===== src/rtl/keypad_pkg.sv =====
`default_nettype none
// ============================================================================
// Module      : keypad_pkg
// Description : Shared constants and helpers for the keypad scanner. Holds
//               the default matrix size, the function-key codes and the
//               code-to-digit map for the 4x4 keypad layout.
//               Key codes are row*COLS+col.
// Revision    : 1.0 - initial release
// ============================================================================
package keypad_pkg;

  localparam int DEFAULT_ROWS = 4;
  localparam int DEFAULT_COLS = 4;

  localparam int KEY_CLR   = 12;
  localparam int KEY_ENTER = 15;

  typedef struct packed {
    logic       is_digit;
    logic [3:0] bcd;
  } digit_t;

  // Codes 7, 11, 13 and 14 are reserved. They map to is_digit=0, and so do
  // CLR and ENTER.
  function automatic digit_t key_to_digit(input logic [7:0] code);
    digit_t d;
    d.is_digit = 1'b1;
    d.bcd      = 4'd0;
    case (code)
      8'd0:    d.bcd = 4'd1;
      8'd4:    d.bcd = 4'd2;
      8'd8:    d.bcd = 4'd3;
      8'd1:    d.bcd = 4'd4;
      8'd5:    d.bcd = 4'd5;
      8'd9:    d.bcd = 4'd6;
      8'd2:    d.bcd = 4'd7;
      8'd6:    d.bcd = 4'd8;
      8'd10:   d.bcd = 4'd9;
      8'd3:    d.bcd = 4'd0;
      default: d.is_digit = 1'b0;
    endcase
    return d;
  endfunction

endpackage
`default_nettype wire


===== src/rtl/keypad_debounce.sv =====
`default_nettype none
// ============================================================================
// Module      : keypad_debounce
// Description : Frame-level debounce and single-key event detection.
//               At each frame end the raw frame is compared with the
//               previous frame. After DEBOUNCE identical frames the
//               debounced image takes the raw frame. A press event fires
//               when the image goes from empty to exactly one key.
// Ports       : clk, reset (async, active-low)
//               frame_end  - raw_frame is complete this cycle
//               raw_frame  - frame bits, column-major (col*ROWS + row)
//               key_valid  - one-clk event pulse
//               key_code   - row*COLS+col of the last event
//               multi_key  - debounced image holds 2 or more keys
// Revision    : 1.0 - initial release
// ============================================================================
module keypad_debounce #(
  parameter int ROWS     = 4,
  parameter int COLS     = 4,
  parameter int DEBOUNCE = 3
) (
  input  logic                         clk,
  input  logic                         reset,
  input  logic                         frame_end,
  input  logic [ROWS*COLS-1:0]         raw_frame,
  output logic                         key_valid,
  output logic [$clog2(ROWS*COLS)-1:0] key_code,
  output logic                         multi_key
);

  localparam int c_N  = ROWS * COLS;
  localparam int c_CW = $clog2(ROWS * COLS);
  localparam int c_SW = $clog2(DEBOUNCE + 1);

  logic [c_N-1:0]  r_prev;
  logic [c_N-1:0]  r_image;
  logic [c_SW-1:0] r_stable;
  logic [c_SW-1:0] w_stable_next;
  logic            w_update;
  logic            w_press;
  logic [c_CW-1:0] w_raw_code;
  logic            r_key_valid;
  logic [c_CW-1:0] r_key_code;

  function automatic int popcnt(input logic [c_N-1:0] v);
    int n;
    n = 0;
    for (int i = 0; i < c_N; i++) begin
      if (v[i]) n++;
    end
    return n;
  endfunction

  // A changed frame restarts the count at 1: the new frame is itself the
  // first stable observation.
  always_comb begin
    if (raw_frame == r_prev) begin
      w_stable_next = (r_stable == c_SW'(DEBOUNCE)) ? r_stable : r_stable + 1'b1;
    end else begin
      w_stable_next = c_SW'(1);
    end
  end

  assign w_update = frame_end && (w_stable_next == c_SW'(DEBOUNCE));

  // Only a press from an empty image counts, so holds and roll-overs
  // produce no repeats.
  assign w_press = w_update && (popcnt(raw_frame) == 1) && (r_image == '0);

  // Frame bit index is col*ROWS+row; the reported code is row*COLS+col.
  always_comb begin
    w_raw_code = '0;
    for (int i = 0; i < c_N; i++) begin
      if (raw_frame[i]) w_raw_code = c_CW'((i % ROWS) * COLS + i / ROWS);
    end
  end

  always_ff @(posedge clk or negedge reset) begin
    if (!reset) begin
      r_prev      <= '0;
      r_image     <= '0;
      r_stable    <= '0;
      r_key_valid <= 1'b0;
      r_key_code  <= '0;
    end else begin
      r_key_valid <= w_press;
      if (w_press) r_key_code <= w_raw_code;
      if (frame_end) begin
        r_prev   <= raw_frame;
        r_stable <= w_stable_next;
      end
      if (w_update) r_image <= raw_frame;
    end
  end

  assign key_valid = r_key_valid;
  assign key_code  = r_key_code;
  assign multi_key = (popcnt(r_image) >= 2);

endmodule
`default_nettype wire


===== src/rtl/keypad_scan_entry.sv =====
`default_nettype none
// ============================================================================
// Module      : keypad_scan_entry
// Description : Matrix keypad scanner with debounce, single-key events and
//               a DIGITS-wide BCD entry register committed by ENTER.
// Ports       : clk, reset (async, active-low)
//               key_in      - row sense lines, active-high
//               key_out     - one-hot column drive
//               key_valid   - one-clk debounced key press pulse
//               key_code    - code of last event (row*COLS+col)
//               multi_key   - 2 or more keys held in the debounced image
//               entry_bcd   - live entry digits, LS digit in [3:0]
//               entry_cnt   - number of digits entered
//               entry_value - last committed entry
//               entry_done  - one-clk pulse when entry_value loads
// Revision    : 1.0 - initial release
// ============================================================================
module keypad_scan_entry
  import keypad_pkg::*;
#(
  parameter int COLS     = DEFAULT_COLS,
  parameter int ROWS     = DEFAULT_ROWS,
  parameter int TICK_DIV = 30000,
  parameter int DEBOUNCE = 3,
  parameter int DIGITS   = 2
) (
  input  logic                         clk,
  input  logic                         reset,
  input  logic [ROWS-1:0]              key_in,
  output logic [COLS-1:0]              key_out,
  output logic                         key_valid,
  output logic [$clog2(ROWS*COLS)-1:0] key_code,
  output logic                         multi_key,
  output logic [4*DIGITS-1:0]          entry_bcd,
  output logic [$clog2(DIGITS+1)-1:0]  entry_cnt,
  output logic [4*DIGITS-1:0]          entry_value,
  output logic                         entry_done
);

  localparam int c_CW    = $clog2(ROWS * COLS);
  localparam int c_BW    = 4 * DIGITS;
  localparam int c_NW    = $clog2(DIGITS + 1);
  localparam int c_DIV_W = (TICK_DIV > 1) ? $clog2(TICK_DIV) : 1;
  localparam int c_CIX_W = (COLS > 1) ? $clog2(COLS) : 1;

  // ---------------- scan-step divider ----------------
  logic [c_DIV_W-1:0] r_div;
  logic               w_tick;

  assign w_tick = (r_div == c_DIV_W'(TICK_DIV - 1));

  always_ff @(posedge clk or negedge reset) begin
    if (!reset)      r_div <= '0;
    else if (w_tick) r_div <= '0;
    else             r_div <= r_div + 1'b1;
  end

  // ---------------- column drive and frame capture ----------------
  logic [COLS-1:0]      r_col;
  logic [COLS-1:0]      w_col_next;
  logic                 w_col_legal;
  logic [c_CIX_W-1:0]   w_col_idx;
  logic [ROWS*COLS-1:0] r_frame;
  logic [ROWS*COLS-1:0] w_frame_next;
  logic                 w_frame_end;

  assign w_col_legal = $onehot(r_col);

  always_comb begin
    w_col_idx = '0;
    for (int c = 0; c < COLS; c++) begin
      if (r_col[c]) w_col_idx = c_CIX_W'(c);
    end
  end

  // A corrupted column register restarts the scan at column 0; no sample is
  // taken on that tick because the driven column is unknown.
  always_comb begin
    if (w_col_legal) w_col_next = (r_col << 1) | (r_col >> (COLS - 1));
    else             w_col_next = COLS'(1);
  end

  // The frame seen at frame end includes the column sampled on that tick.
  always_comb begin
    w_frame_next = r_frame;
    if (w_col_legal) w_frame_next[int'(w_col_idx)*ROWS +: ROWS] = key_in;
  end

  assign w_frame_end = w_tick && w_col_legal && r_col[COLS-1];

  always_ff @(posedge clk or negedge reset) begin
    if (!reset) begin
      r_col   <= COLS'(1);
      r_frame <= '0;
    end else if (w_tick) begin
      r_col   <= w_col_next;
      r_frame <= w_frame_next;
    end
  end

  assign key_out = r_col;

  // ---------------- debounce / event detection ----------------
  logic            w_key_valid;
  logic [c_CW-1:0] w_key_code;

  keypad_debounce #(
    .ROWS     (ROWS),
    .COLS     (COLS),
    .DEBOUNCE (DEBOUNCE)
  ) u_debounce (
    .clk       (clk),
    .reset     (reset),
    .frame_end (w_frame_end),
    .raw_frame (w_frame_next),
    .key_valid (w_key_valid),
    .key_code  (w_key_code),
    .multi_key (multi_key)
  );

  assign key_valid = w_key_valid;
  assign key_code  = w_key_code;

  // ---------------- entry register ----------------
  digit_t          w_digit;
  logic [c_BW-1:0] r_bcd;
  logic [c_NW-1:0] r_cnt;
  logic [c_BW-1:0] r_value;
  logic            r_done;

  assign w_digit = key_to_digit(8'(w_key_code));

  always_ff @(posedge clk or negedge reset) begin
    if (!reset) begin
      r_bcd   <= '0;
      r_cnt   <= '0;
      r_value <= '0;
      r_done  <= 1'b0;
    end else begin
      r_done <= 1'b0;
      if (w_key_valid) begin
        if (w_digit.is_digit) begin
          // A full entry silently drops further digits.
          if (r_cnt < c_NW'(DIGITS)) begin
            r_bcd <= (r_bcd << 4) | c_BW'(w_digit.bcd);
            r_cnt <= r_cnt + 1'b1;
          end
        end else if (w_key_code == c_CW'(KEY_ENTER)) begin
          if (r_cnt != '0) begin
            r_value <= r_bcd;
            r_done  <= 1'b1;
            r_bcd   <= '0;
            r_cnt   <= '0;
          end
        end else if (w_key_code == c_CW'(KEY_CLR)) begin
          r_bcd <= '0;
          r_cnt <= '0;
        end
      end
    end
  end

  assign entry_bcd   = r_bcd;
  assign entry_cnt   = r_cnt;
  assign entry_value = r_value;
  assign entry_done  = r_done;

endmodule
`default_nettype wire


===== config.mk =====
export PLATFORM = sky130hd
export DESIGN_NAME = keypad_scan_entry
export DESIGN_NICKNAME = d
export VERILOG_FILES = /design/src/rtl/keypad_pkg.sv /design/src/rtl/keypad_debounce.sv /design/src/rtl/keypad_scan_entry.sv
export SDC_FILE = /design/constraint.sdc
export NUM_CORES = 1
export LEC_CHECK = 0
export CORE_ASPECT_RATIO = 1.25
export CORE_MARGIN = 10
export CORE_UTILIZATION = 40
export DETAILED_ROUTE_END_ITERATION = 10
export DONT_BUFFER_PORTS = 1
export GPL_ROUTABILITY_DRIVEN = 0
export HOLD_SLACK_MARGIN = 0.15
export MAX_ROUTING_LAYER = met4
export PLACE_DENSITY = 0.6
export SKIP_CTS_REPAIR_TIMING = 1
export SLEW_MARGIN = 20
export SYNTH_ARGS = -nofsm -noshare
export SYNTH_HDL_FRONTEND = slang
export SYNTH_SLANG_ARGS = --single-unit

===== constraint.sdc =====
create_clock -name clk -period 14.83 [get_ports clk]
set_clock_uncertainty 0.2 [all_clocks]
set_input_delay 1.483 -clock clk [delete_from_list [all_inputs] [get_ports clk]]
set_output_delay 1.483 -clock clk [all_outputs]
set_load 0.005 [all_outputs]

==> summary.txt, run 1 <==
Run status
  • Status: complete, no violations

Layout
  • Nets: 985
  • Total of fill cells in the finished design: 2,041
  • Share of cells above drive strength 1: 9.74%
  • Synthesis-to-finish area growth: 7.14%
  • Final antenna diode count: 0
  • Highest-count cells in the layout ignoring fill and taps: sky130_fd_sc_hd__nand2_1, sky130_fd_sc_hd__dfrtp_1, sky130_fd_sc_hd__nor2_1, sky130_fd_sc_hd__xnor2_1, sky130_fd_sc_hd__o21ai_0
  • Leading cell type in the layout, fill and taps excluded: sky130_fd_sc_hd__nand2_1

Floorplan
  • Die Area: 27,000 sq um
  • Top-Level Pins: 35
  • Die boundary width: 149 um
  • FP Rows: 58
  • Core box area: 20,300 sq um
  • Starting Density: 40.9%
  • Die Ht: 181 um

Setup path
  • Path type of the worst setup path: flop to flop
  • Critical Path End Type: flop
  • Required time of the worst setup path: 14.86 ns
  • Crit path max-delay cell type: sky130_fd_sc_hd__dfrtp_1
  • Cell repeated most along the worst path: sky130_fd_sc_hd__ha_1
  • Startpoint Class: flop
  • Worst path arrival time: 12.99 ns
  • Biggest fanout along the worst timing path: 15
  • Crit path max-delay family: adder cells
  • Crit path buffers/inverters: 3
  • Crit path largest cell delay: 0.63 ns

Drt
  • Drt wl/cell: 16.5 um
  • Drt first pass iters: 5
  • Post-DRT Antenna Nets: 0
  • Total routed wirelength: 20.0 mm
  • Iteration-0 DRC count of the detailed router: 488
  • Remaining routing DRC violations: 0
  • Vias: 6,899
  • Via-to-Cell Ratio: 5.68

Synthesis
  • Sequential-to-total area share from yosys stat: 28.0%
  • Instance count of the mapped netlist: 957
  • Share of the synthesized area in the top cell type: 27.7%
  • Number of synthesized register bits: 93
  • Share of flip-flops with an asynchronous set or reset: 100%
  • Netlist cell types: 89
  • Post-synth EDFFs: 0
  • Dominant synthesized flop cell: sky130_fd_sc_hd__dfrtp_1
  • Mean post-synth cell area: 8.69 sq um
  • Top area cells in the synthesized netlist: sky130_fd_sc_hd__dfrtp_1, sky130_fd_sc_hd__xnor2_1, sky130_fd_sc_hd__ha_1
  • Net count after synthesis: 1,002
  • Cell area after synthesis: 8320 sq um
  • Count of warnings emitted by yosys: 0
  • Largest area contributor in the synthesized netlist: sky130_fd_sc_hd__dfrtp_1

GRT
  • Largest net degree at the start of global routing: 94
  • Number of global-route vias before repair: 6,530
  • Number of antenna violations at the first check in global routing: 0
  • Remaining Overflow, GRT: 0
  • Overall Global Routing Usage: 15.3%
  • Wire length of the first global-routing pass: 33.5 mm

Power
  • Power per unit of standard cell area: 56.4 nW/um^2
  • Leakage dissipation: 3.85 nW
  • VDD IR-drop max: 0.0000489 V

STA
  • Hold violation total from the final report: 0
  • Setup ws final: 1.88 ns
  • Setup TNS: 0 ns
  • Worst slew margin relative to its limit: 31.1%
  • Post-route clock period utilization: 87.4%
  • Number of endpoints failing setup at the final stage: 0
  • Achievable clock frequency: 77.2 MHz
  • RSZ-0062 raised after global routing: no
  • Transition time at the pin with the least slew margin: 1.03 ns
  • Fin crit period: 12.95 ns
  • Max Transition Viols Final: 0

Placement
  • Worst slack, placed: 1.94 ns
  • Port bufs: 0
  • Sum of net half-perimeters after detailed placement: 15.4 mm

CTS
  • Total CTS buffers: 9
  • Sinks on Clock Net: 93
  • Buffer levels on the longest clock path: 2
  • Clock latency of the later-clocked register in the worst-skew pair: 0.35 ns
  • CTS clk-pin slew, worst paths: 0.07 ns
  • Master cell of the clock root buffer: sky130_fd_sc_hd__clkbuf_16
  • CTS tree: done
  • Total number of H-tree levels: 3

Flow run
  • Max-capacitance violation count: 0

Worst hold path
  • Class of the tightest hold or removal check: flop to flop
==> cells by family after synthesis <==
kind of cell    share of synthesized area [%]
compound gates                           18.9
simple gates                             22.9
mux                                      6.09
flops                                    28.0
fa+ha+maj                                5.96
xor+xnor                                 14.8
buf+inv                                  3.29
==> state kept, by name, indices dropped and copies added, names as in the netlist, 2 cells and up <==
name	cells
r_frame	16
u_debounce.r_image	16
u_debounce.r_prev	16
r_div	15
entry_bcd	8
entry_value	8
key_out	4
u_debounce.key_code	4
entry_cnt	2
u_debounce.r_stable	2
==> metrics by stage <==
stage               power (mW)  instances  hold slack [ns]  utilization, %  instance area (sq um)
floorplan                0.260        957            0.224               -                   8320
global placement         0.259       1199            0.248            42.3                   8600
finish                   0.502       1215            0.258            43.9                   8910
detailed placement       0.259       1199            0.255            42.3                   8600
CTS                      0.509       1215            0.265            43.9                   8910
global route             0.519       1215            0.309            43.9                   8910
==> cells in the mapped netlist (6+ instances only) <==
cell type / n
sky130_fd_sc_hd__mux2_2: 28
sky130_fd_sc_hd__mux2i_1: 12
sky130_fd_sc_hd__ha_1: 38
sky130_fd_sc_hd__nand2b_1: 13
sky130_fd_sc_hd__nor2b_1: 6
sky130_fd_sc_hd__nand2_1: 105
sky130_fd_sc_hd__a21boi_0: 6
sky130_fd_sc_hd__xor2_1: 22
sky130_fd_sc_hd__o211ai_1: 9
sky130_fd_sc_hd__o22ai_1: 6
sky130_fd_sc_hd__nand3_1: 45
sky130_fd_sc_hd__or3_1: 9
sky130_fd_sc_hd__xnor3_1: 9
sky130_fd_sc_hd__a21oi_1: 42
sky130_fd_sc_hd__o21ai_0: 61
sky130_fd_sc_hd__nor4_1: 12
sky130_fd_sc_hd__o21a_1: 9
sky130_fd_sc_hd__a31oi_1: 9
sky130_fd_sc_hd__nor3_1: 23
sky130_fd_sc_hd__clkbuf_1: 36
sky130_fd_sc_hd__and3_1: 12
sky130_fd_sc_hd__xnor2_1: 67
sky130_fd_sc_hd__a22oi_1: 7
sky130_fd_sc_hd__dfrtp_1: 92
sky130_fd_sc_hd__nand4_1: 12
sky130_fd_sc_hd__inv_1: 32
sky130_fd_sc_hd__and2_1: 17
sky130_fd_sc_hd__a21o_1: 7
sky130_fd_sc_hd__nor4b_1: 6
sky130_fd_sc_hd__a2bb2oi_1: 6
sky130_fd_sc_hd__nor2_1: 73
==> worst paths after layout <==
path | to | startpoint | slack, ns | cells past startpoint
setup / recovery | u_debounce.key_code[3] | key_out[3] | 1.88 | 54
hold / removal | r_div[0] | r_div[0] | 0.26 | 1
setup reg to reg | u_debounce.key_code[3] | key_out[3] | 1.88 | 54
hold reg to reg | r_div[0] | r_div[0] | 0.26 | 1
max in group asynchronous | key_out[0] | reset | 13.58 | 0
min in group asynchronous | r_div[11] | reset | 0.62 | 0
==> power breakdown <==
group	switching [mW]	leakage, nW	internal [mW]	total, mW
clock network	0.109	0.156	0.139	0.248
registers	0	1.09	0.253	0.253
logic	0.000307	2.60	0.000508	0.000818
==> cell type report <==
type                       count  area (sq um)  area share, %
timing repair buffer          12          90.1           1.01
clock buffer                  10           239           2.68
clock inverter                 6          76.3          0.856
multi-input combinational    792          5720           64.2
sequential                    93          2330           26.1
inverter                      32           120           1.35
tap                          270           338           3.79
==> routing by layer <==
layer | track usage, % | share of wire, %
met1 | 19.2 | 46
met2 | 24.6 | 48
met3 | 2.48 | 3.6
met4 | 4.80 | 2.3
met5 | - | 0
Note: power is estimated with default switching activity, not from simulation.
==> run 2: changes to the inputs <==
--- a/config.mk
+++ b/config.mk
@@ -14,6 +14,7 @@
 export HOLD_SLACK_MARGIN = 0.15
 export MAX_ROUTING_LAYER = met4
 export PLACE_DENSITY = 0.6
+export REMOVE_ABC_BUFFERS = 1
 export SKIP_CTS_REPAIR_TIMING = 1
 export SLEW_MARGIN = 20
 export SYNTH_ARGS = -nofsm -noshare
==> run 2 against run 1 <==
  * Count of clock-buffer cells in the layout grew 1
  * First-iteration DRC count shrank 41%
  * Power grew 3.5%
  * Die area is the same
  * Flip-flop and latch count is the same
  * Critical path depth is the same
  * Largest power group is now the clock network
  * Critical endpoint is now u_debounce.key_code[1]
  * Final area is essentially flat
  * Highest routed layer unchanged
  * Final cell count shrank 0.25%
  * Global-route usage shrank 0.66 points
  * Non-clock buffer count shrank 3
  * Register-to-register slack lost 0.03 ns
==> summary.txt, run 2 (synthesis gave the netlist of run 1 again) <==
Run status
  • Status: complete, no violations (unchanged)

CTS
  • Sinks on Clock Net: 93 (unchanged)
  • Buffer levels on the longest clock path: 2 (unchanged)
  • CTS tree: done (unchanged)
  • Master cell of the clock root buffer: sky130_fd_sc_hd__clkbuf_16 (unchanged)
  • Clock latency of the later-clocked register in the worst-skew pair: 0.35 ns (about the same)
  • CTS clk-pin slew, worst paths: 0.07 ns (about the same)
  • Total CTS buffers: 9 (unchanged)
  • Total number of H-tree levels: 3 (unchanged)

Floorplan
  • Starting Density: 40.9% (unchanged)
  • Die Ht: 181 um (unchanged)
  • Core box area: 20,300 sq um (unchanged)
  • Die Area: 27,000 sq um (unchanged)
  • Top-Level Pins: 35 (unchanged)
  • FP Rows: 58 (unchanged)
  • Die boundary width: 149 um (unchanged)

Drt
  • Drt first pass iters: 4 (was 5)
  • Remaining routing DRC violations: 0 (unchanged)
  • Drt wl/cell: 15.9 um (was 16.5 um)
  • Iteration-0 DRC count of the detailed router: 286 (was 488)
  • Via-to-Cell Ratio: 5.60 (was 5.68)
  • Post-DRT Antenna Nets: 0 (unchanged)
  • Total routed wirelength: 19.2 mm (was 20.0 mm)
  • Vias: 6,786 (was 6,899)

STA
  • Max Transition Viols Final: 0 (unchanged)
  • RSZ-0062 raised after global routing: no (unchanged)
  • Hold slack final: 0.253 ns (was 0.258 ns)
  • Hold violation total from the final report: 0 (unchanged)
  • Number of endpoints failing setup at the final stage: 0 (unchanged)
  • Worst slew margin relative to its limit: 33.1% (was 31.1%)
  • Post-route clock period utilization: 87.5% (was 87.4%)
  • Achievable clock frequency: 77.0 MHz (was 77.2 MHz)
  • Fin crit period: 12.98 ns (was 12.95 ns)
  • Transition time at the pin with the least slew margin: 0.996 ns (was 1.03 ns)
  • Setup TNS: 0 ns (unchanged)

Layout
  • Area of the multi-input gates: 5730 sq um (was 5720 sq um)
  • Total of fill cells in the finished design: 2,049 (was 2,041)
  • Final cell count without fillers: 1,212 (was 1,215)
  • Nets: 982 (was 985)
  • Leading cell type in the layout, fill and taps excluded: sky130_fd_sc_hd__nand2_1 (unchanged)
  • Synthesis-to-finish area growth: 7.23% (was 7.14%)
  • Share of cells above drive strength 1: 9.55% (was 9.74%)
  • Final antenna diode count: 0 (unchanged)
  • Total non-filler cell area in the finished layout: 8920 sq um (was 8910 sq um)
  • Largest registers in the final layout: r_frame: 16 flops, u_debounce.r_image: 16 flops, u_debounce.r_prev: 16 flops (unchanged)
  • FF/Latch Area: 2330 sq um (unchanged)
  • Highest-count cells in the layout ignoring fill and taps: sky130_fd_sc_hd__nand2_1, sky130_fd_sc_hd__dfrtp_1, sky130_fd_sc_hd__nor2_1, sky130_fd_sc_hd__xnor2_1, sky130_fd_sc_hd__o21ai_0 (unchanged)

Power
  • Leakage dissipation: 3.84 nW (was 3.85 nW)
  • VDD IR-drop max: 0.0000464 V (was 0.0000489 V)
  • Power per unit of standard cell area: 58.3 nW/um^2 (was 56.4 nW/um^2)
  • Pwr Total: 0.520 mW (was 0.502 mW)

GRT
  • Remaining Overflow, GRT: 0 (unchanged)
  • Wire length of the first global-routing pass: 32.1 mm (was 33.5 mm)
  • Largest net degree at the start of global routing: 94 (unchanged)
  • Number of antenna violations at the first check in global routing: 0 (unchanged)
  • Overall Global Routing Usage: 14.6% (was 15.3%)
  • Number of global-route vias before repair: 6,430 (was 6,530)

Flow run
  • Max-capacitance violation count: 0 (unchanged)

Setup path
  • Cell repeated most along the worst path: sky130_fd_sc_hd__ha_1 (unchanged)
  • Worst path arrival time: 13.02 ns (was 12.99 ns)
  • Crit path largest cell delay: 0.66 ns (was 0.63 ns)
  • Crit path max-delay cell type: sky130_fd_sc_hd__dfrtp_1 (unchanged)
  • Critical Path End Type: flop (unchanged)
  • Startpoint Class: flop (unchanged)
  • Path type of the worst setup path: flop to flop (unchanged)
  • Required time of the worst setup path: 14.87 ns (was 14.86 ns)
  • Biggest fanout along the worst timing path: 15 (unchanged)

Placement
  • Port bufs: 0 (unchanged)
  • Placed Instance Area: 8580 sq um (was 8600 sq um)
  • Cell Count Post-Placement: 1,196 (was 1,199)
  • Sum of net half-perimeters after detailed placement: 15.0 mm (was 15.4 mm)

Worst hold path
  • Class of the tightest hold or removal check: flop to flop (unchanged)
## run 2: path summary, 6_finish.rpt
path | start | endpoint | slack, ns | depth (start not counted)
setup / recovery | key_out[3] | u_debounce.key_code[1] | 1.85 | 54
hold / removal | r_div[0] | r_div[0] | 0.25 | 1
setup reg to reg | key_out[3] | u_debounce.key_code[1] | 1.85 | 54
hold reg to reg | r_div[0] | r_div[0] | 0.25 | 1
max in group asynchronous | reset | key_out[0] | 13.57 | 0
min in group asynchronous | reset | r_div[6] | 0.62 | 0
## run 2: area by class of cell
class                      instances  share of cell area [%]
clock inverter                     5                   0.982
timing repair buffer               9                   0.757
sequential                        93                    26.1
tap                              270                    3.79
multi-input combinational        792                    64.2
inverter                          32                    1.35
clock buffer                      11                    2.83
## run 2: stage by stage
stage          util, %  setup WS [ns]
6_report          43.9           1.85
5_1_grt           43.9          0.681
3_3_place_gp      42.2           2.34
2_1_floorplan        -           3.27
4_1_cts           43.9           1.86
3_5_place_dp      42.2           1.87
## run 2: report_power, final
group	total, mW	internal, mW	switching, mW
clock network	0.266	0.159	0.107
logic	0.000867	0.000507	0.000357
registers	0.253	0.253	0
total	0.520	0.413	0.107
## run 2: critical path, delay by kind of cell (launching register included)
family | cells | cell delay [ns]
AO/OA/AOI/OAI | 16 | 3.23
adder cells (fa/ha/maj) | 17 | 5.30
AND/OR/NAND/NOR | 13 | 1.83
multiplexers | 4 | 1.08
XOR/XNOR | 1 | 0.28
flip-flops | 1 | 0.66
buffers and inverters | 3 | 0.29
## run 2: layer usage
metal | vias up | wire length, um | track usage (%)
met5 | - | 0 | -
met2 | 74 | 9650 | 24.3
li1 | 3442 | - | -
met3 | 17 | 493 | 2.05
met1 | 3253 | 8760 | 18.0
met4 | 0 | 333 | 4.36
